==> src/rtl/if_pkg.sv <==
// Shared types and constants for the instruction-fetch unit.
package if_pkg;

    typedef enum logic [1:0] {
        S_IDLE = 2'd0,
        S_REQ  = 2'd1,
        S_HOLD = 2'd2
    } if_state_e;

    localparam logic [31:0] PC_INC   = 32'd4;
    localparam logic [31:0] INSN_NOP = 32'h0;

endpackage

==> src/rtl/if_stall_counter.sv <==
// Saturating event counter for fetch stall cycles (used when IF_PERF_CNT_EN is defined).
module if_stall_counter #(
    parameter int unsigned CNT_W = 32
) (
    input  logic             clk,
    input  logic             rst,
    input  logic             inc,
    output logic [CNT_W-1:0] count
);

    logic [CNT_W-1:0] count_q, count_d;

    always_comb begin
        count_d = count_q;
        if (inc && (count_q != {CNT_W{1'b1}})) begin
            count_d = count_q + 1'b1;
        end
    end

    always_ff @(posedge clk or negedge rst) begin
        if (!rst) begin
            count_q <= '0;
        end else begin
            count_q <= count_d;
        end
    end

    assign count = count_q;

endmodule

==> src/rtl/if_fetch_unit.sv <==
// Instruction-fetch producer: PC generation, imem req/ack handshake, one-entry IF/ID slot.
// Optional stall-cycle counter enabled by defining IF_PERF_CNT_EN.
module if_fetch_unit
    import if_pkg::*;
#(
    parameter logic [31:0] RESET_PC = 32'h0,
    parameter int unsigned CNT_W    = 32
) (
    input  logic             clk,
    input  logic             rst,
    input  logic             freeze,
    input  logic             branch_taken,
    input  logic [31:0]      branch_addr,
    output logic             imem_req,
    output logic [31:0]      imem_addr,
    input  logic             imem_ack,
    input  logic [31:0]      imem_rdata,
    output logic [31:0]      pc_out,
    output logic [31:0]      instruction_out,
`ifdef IF_PERF_CNT_EN
    output logic [CNT_W-1:0] stall_cycles,
`endif
    output logic             valid_out
);

    if_state_e   state_q, state_d;
    logic [31:0] pc_q, pc_d;
    logic [31:0] kill_addr_q, kill_addr_d;
    logic        kill_q, kill_d;
    logic [31:0] hold_q, hold_d;
    logic [31:0] insn_q, insn_d;
    logic [31:0] pc_out_q, pc_out_d;
    logic        valid_q, valid_d;
    logic        accept, slot_free;

    assign accept    = valid_q & ~freeze;
    assign slot_free = ~valid_q | accept;

    always_comb begin
        state_d     = state_q;
        pc_d        = pc_q;
        kill_d      = kill_q;
        kill_addr_d = kill_addr_q;
        hold_d      = hold_q;
        insn_d      = insn_q;
        pc_out_d    = pc_out_q;
        valid_d     = accept ? 1'b0 : valid_q;

        unique case (state_q)
            S_IDLE: state_d = S_REQ;
            S_REQ: begin
                if (imem_ack) begin
                    if (kill_q) begin
                        kill_d = 1'b0;
                    end else if (!branch_taken) begin
                        if (slot_free) begin
                            insn_d   = imem_rdata;
                            pc_out_d = pc_q + PC_INC;
                            valid_d  = 1'b1;
                            pc_d     = pc_q + PC_INC;
                        end else begin
                            hold_d  = imem_rdata;
                            state_d = S_HOLD;
                        end
                    end
                end
            end
            S_HOLD: begin
                if (accept) begin
                    insn_d   = hold_q;
                    pc_out_d = pc_q + PC_INC;
                    valid_d  = 1'b1;
                    pc_d     = pc_q + PC_INC;
                    state_d  = S_REQ;
                end
            end
            default: state_d = S_IDLE;
        endcase

        // Redirect wins over everything; an unacked request finishes at its old address.
        if (branch_taken) begin
            pc_d    = {branch_addr[31:2], 2'b00};
            valid_d = 1'b0;
            hold_d  = INSN_NOP;
            if (state_q == S_HOLD) begin
                state_d = S_REQ;
            end
            if ((state_q == S_REQ) && !imem_ack && !kill_q) begin
                kill_d      = 1'b1;
                kill_addr_d = pc_q;
            end
        end
    end

    always_ff @(posedge clk or negedge rst) begin
        if (!rst) begin
            state_q     <= S_IDLE;
            pc_q        <= RESET_PC;
            kill_q      <= 1'b0;
            kill_addr_q <= '0;
            hold_q      <= INSN_NOP;
            insn_q      <= INSN_NOP;
            pc_out_q    <= '0;
            valid_q     <= 1'b0;
        end else begin
            state_q     <= state_d;
            pc_q        <= pc_d;
            kill_q      <= kill_d;
            kill_addr_q <= kill_addr_d;
            hold_q      <= hold_d;
            insn_q      <= insn_d;
            pc_out_q    <= pc_out_d;
            valid_q     <= valid_d;
        end
    end

    assign imem_req        = (state_q == S_REQ);
    assign imem_addr       = imem_req ? (kill_q ? kill_addr_q : pc_q) : 32'h0;
    assign pc_out          = pc_out_q;
    assign instruction_out = insn_q;
    assign valid_out       = valid_q;

    logic unused_addr_bits;
    assign unused_addr_bits = ^branch_addr[1:0];

`ifdef IF_PERF_CNT_EN
    if_stall_counter #(
        .CNT_W (CNT_W)
    ) u_stall_counter (
        .clk   (clk),
        .rst   (rst),
        .inc   ((imem_req & ~imem_ack) | (valid_q & freeze)),
        .count (stall_cycles)
    );
`else
    logic [CNT_W-1:0] unused_cnt_w;
    assign unused_cnt_w = '0;
`endif

endmodule

==> config.mk <==
export PLATFORM = sky130hd
export DESIGN_NAME = if_fetch_unit
export DESIGN_NICKNAME = d
export VERILOG_FILES = /design/src/rtl/if_pkg.sv /design/src/rtl/if_stall_counter.sv /design/src/rtl/if_fetch_unit.sv
export SDC_FILE = /design/constraint.sdc
export NUM_CORES = 1
export LEC_CHECK = 0
export ABC_AREA = 1
export CAP_MARGIN = 20
export CELL_PAD_IN_SITES_DETAIL_PLACEMENT = 1
export CELL_PAD_IN_SITES_GLOBAL_PLACEMENT = 1
export CORE_MARGIN = 2
export CORE_UTILIZATION = 40
export CTS_CLUSTER_DIAMETER = 50
export CTS_CLUSTER_SIZE = 28
export DETAILED_ROUTE_END_ITERATION = 12
export GPL_TIMING_DRIVEN = 0
export PLACE_DENSITY = 0.85
export SYNTH_ARGS = -nofsm -noshare
export SYNTH_HDL_FRONTEND = slang
export SYNTH_SLANG_ARGS = --single-unit
==> constraint.sdc <==
create_clock -name clk -period 4 [get_ports clk]
set_clock_uncertainty 0.2 [all_clocks]
set_input_delay 0.8 -clock clk [delete_from_list [all_inputs] [get_ports clk]]
set_output_delay 0.8 -clock clk [all_outputs]
set_load 0.01 [all_outputs]
==> metrics.csv <==
stage,metric,value,unit
run_status,status,"finished, final reports clean",
die,starting density of the core,41.0,%
route,1st-pass router iterations,5,
power_and_ir_drop,Total Power,7.79,mW
synth,mapped cell area,8030,sq um
critical_path,Crit Path Class,reg -> out,
cells_and_area,Post-Layout Cell Count,1578,
synth,number of synthesized flops with an enable pin,0,
grt,vias in the first global route,8647,
grt,first-pass GRT wire length,45600,um
critical_path,"critical path fanouts, max",10,
grt,total grt overflow,0,
critical_path,Critical Path Source Type,register,
cts,clock buffer depth,2,
placement,Post-DP HPWL,20400,um
timing,Tmin final,3740,ps
cells_and_area,Layout Utilization,54.3,%
cts,CTS tree,built,
route,total wire length,27900,um
cts,clk slew on worst S/H paths,70,ps
cts,Post-CTS Hold Fix Bufs,0,
timing,Worst Max-Slew Pin Slew,731,ps
synth,commonest cells in the netlist,"nand2_1, dfrtp_1, o21ai_0, inv_1, nor2_1",
synth,dominant synthesized flop cell,dfrtp_1,
synth,Synth Warn #,0,
die,core area,19600,sq um
critical_path,cell family with most CP delay,buffers and inverters,
synth,Synth async-reset ratio,100,%
route,residual DRC count,0,
cells_and_area,n_diodes,0,
cts,total CTS buffers,17,
timing,final period utilization,93.6,%
die,Die X,146,um
hold_path,Worst Hold Class,in -> async,
synth,"Seq/Total Area, Yosys",49.3,%
cells_and_area,Final Instance Area,10600,sq um
timing,unrepaired setup endpoints after global routing,false,
synth,"top cells by area, synth","dfrtp_1, nand2_1, o21ai_0",
route,Final ANT Viol Nets,0,
die,chip height,146,um
synth,top-count cell post-synth,nand2_1,
timing,final setup fails,0,
synth,post-synth top area share,49.3,%
placement,dpl cells,1547,
critical_path,CP Cell Sequence,inv_1 > ha_1 > buf_2 > clkbuf_1 > o21ai_0 > a21oi_1 > clkdlybuf4s50_1,
placement,placed cell areas,10000,sq um
cts,clock sinks,158,
cts,CTS H-tree lvls,4,
power_and_ir_drop,Peak VDD IR,0.000287,V
route,drt first-iter violations,494,
critical_path,CP Data Arrival Time,2740,ps
cells_and_area,layout net count,1375,
power_and_ir_drop,Lkg Pwr,5.17,nW
placement,IO Port Bufs,160,
cts,clk_lat worst skew,430,ps
timing,Max Transition Viols Final,0,
route,Avg WL per Cell,17.7,um
flow_run,total of max-cap violations,0,
critical_path,CP Data Required Time,3000,ps
critical_path,crit path buf inv count,4,
cts,Post-CTS Setup Inserts,0,
grt,largest net degree at the start of global routing,102,
placement,Placer Congestion,0.869,
route,total number of vias,8080,
cts,clk root buf,clkbuf_16,
die,# IOs,167,
synth,syn avg cell area,7.18,sq um
cells_and_area,Layout area overhead,32.6,%
cts,Post-CTS Resized,0,
critical_path,Setup crit end kind,output pin,
grt,initial antenna violation count,0,
critical_path,Worst path max stage delay,550,ps
timing,hold slack,88.4,ps
grt,total track usage,27.0,%
timing,f_max,267,MHz
synth,Unique masters post-synth,23,
critical_path,"Slowest-stage cell, CP",clkdlybuf4s50_1,
route,via-per-instance ratio,5.12,
power_and_ir_drop,Power Density,731,nW/um^2
timing,final hold violation count,0,
synth,register bit total from synthesis,158,
synth,Syn Inst Count,1118,
timing,relative slew slack,51.3,%
cells_and_area,layout cells sized above 1,5.10,%
die,die area,21200,sq um
die,Row Count,51,
synth,"area leader, netlist",dfrtp_1,
==> power breakdown <==
group	total (mW)	switching [mW]	internal, mW
combinational	3.37	1.92	1.45
sequential	2.61	0.436	2.17
clock	1.81	0.703	1.11
total	7.79	3.06	4.73
==> path summary, 6_finish.rpt <==
path                             from            endpoint  slack, ps  cells past startpoint
setup / recovery           state_q[1]       imem_addr[26]        260                      7
hold / removal                    rst          hold_q[10]         90                      1
setup reg to reg           state_q[1]  instruction_out[3]       1460                     11
hold reg to reg             pc_out[9]           pc_out[9]        270                      2
max in group asynchronous         rst          hold_q[19]       2670                      2
min in group clk            pc_out[9]           pc_out[9]        270                      2
==> worst register-to-register path, cell delays in order (launching register included) <==
cell and delay, ps:
dfrtp_1 440, inv_1 140, ha_1 180, buf_2 230, nor2_1 80, nor2_2 150, nand2_2 170, nor2_4 280
inv_2 180, buf_2 230, nand2_1 100, nand2_1 50
==> registers in the layout, summed over array words and instances (netlist names) <==
signal and count:
hold_q 32, state_q 2, instruction_out 32, kill_addr_q 30, pc_q 30, valid_out 1
pc_out 30, kill_q 1
==> per-layer routing <==
| layer | GRT usage [%] | routed length, um |
|---|---|---|
| met5 | 0 | 0 |
| met2 | 45.5 | 13600 |
| met3 | 4.11 | 1110 |
| met4 | 7.35 | 425 |
| met1 | 36.3 | 12800 |
==> metrics by stage <==
step	setup slack (ps)	TNS (ps)
6_report	257	0
5_1_grt	22.0	0
4_1_cts	236	0
3_5_place_dp	692	0
3_3_place_gp	-4760	-750020
2_1_floorplan	1560	0
==> kinds of logic (layout without fill, tap and decap cells) <==
kind of cell	after synthesis	after routing	share of synthesized area, %
buf+inv	155	347	7.83
simple gates	620	620	30.3
xor+xnor	11	11	1.20
compound gates	168	168	10.6
other cells	1	4	0.0467
fa+ha+maj	5	5	0.780
flops	158	158	49.3
==> cell usage in the layout, fill, tap and decap left out, drive strengths merged <==
| cell | n |
|---|---|
| conb | 4 |
| xor2 | 11 |
| nand3 | 64 |
| nand2 | 466 |
| clkinv | 6 |
| ha | 5 |
| a21oi | 49 |
| clkbuf | 45 |
| bufinv | 5 |
| nor2 | 89 |
| clkdlybuf4s50 | 159 |
| clkinvlp | 1 |
| buf | 34 |
| a22oi | 1 |
| o22ai | 1 |
| dfrtp | 158 |
| inv | 97 |
| o211ai | 1 |
| o21ai | 116 |
| nor3 | 1 |
==> layout make-up <==
type                       instances  area, sq um
clock buffer                      18          429
multi-input combinational        808         3450
fill                            2516         8940
timing repair buffer             161         1630
clock inverter                    13          214
tap                              265          332
buffer                            59          268
sequential                       158         3950
inverter                          96          360
(Power assumes the default switching activity.)
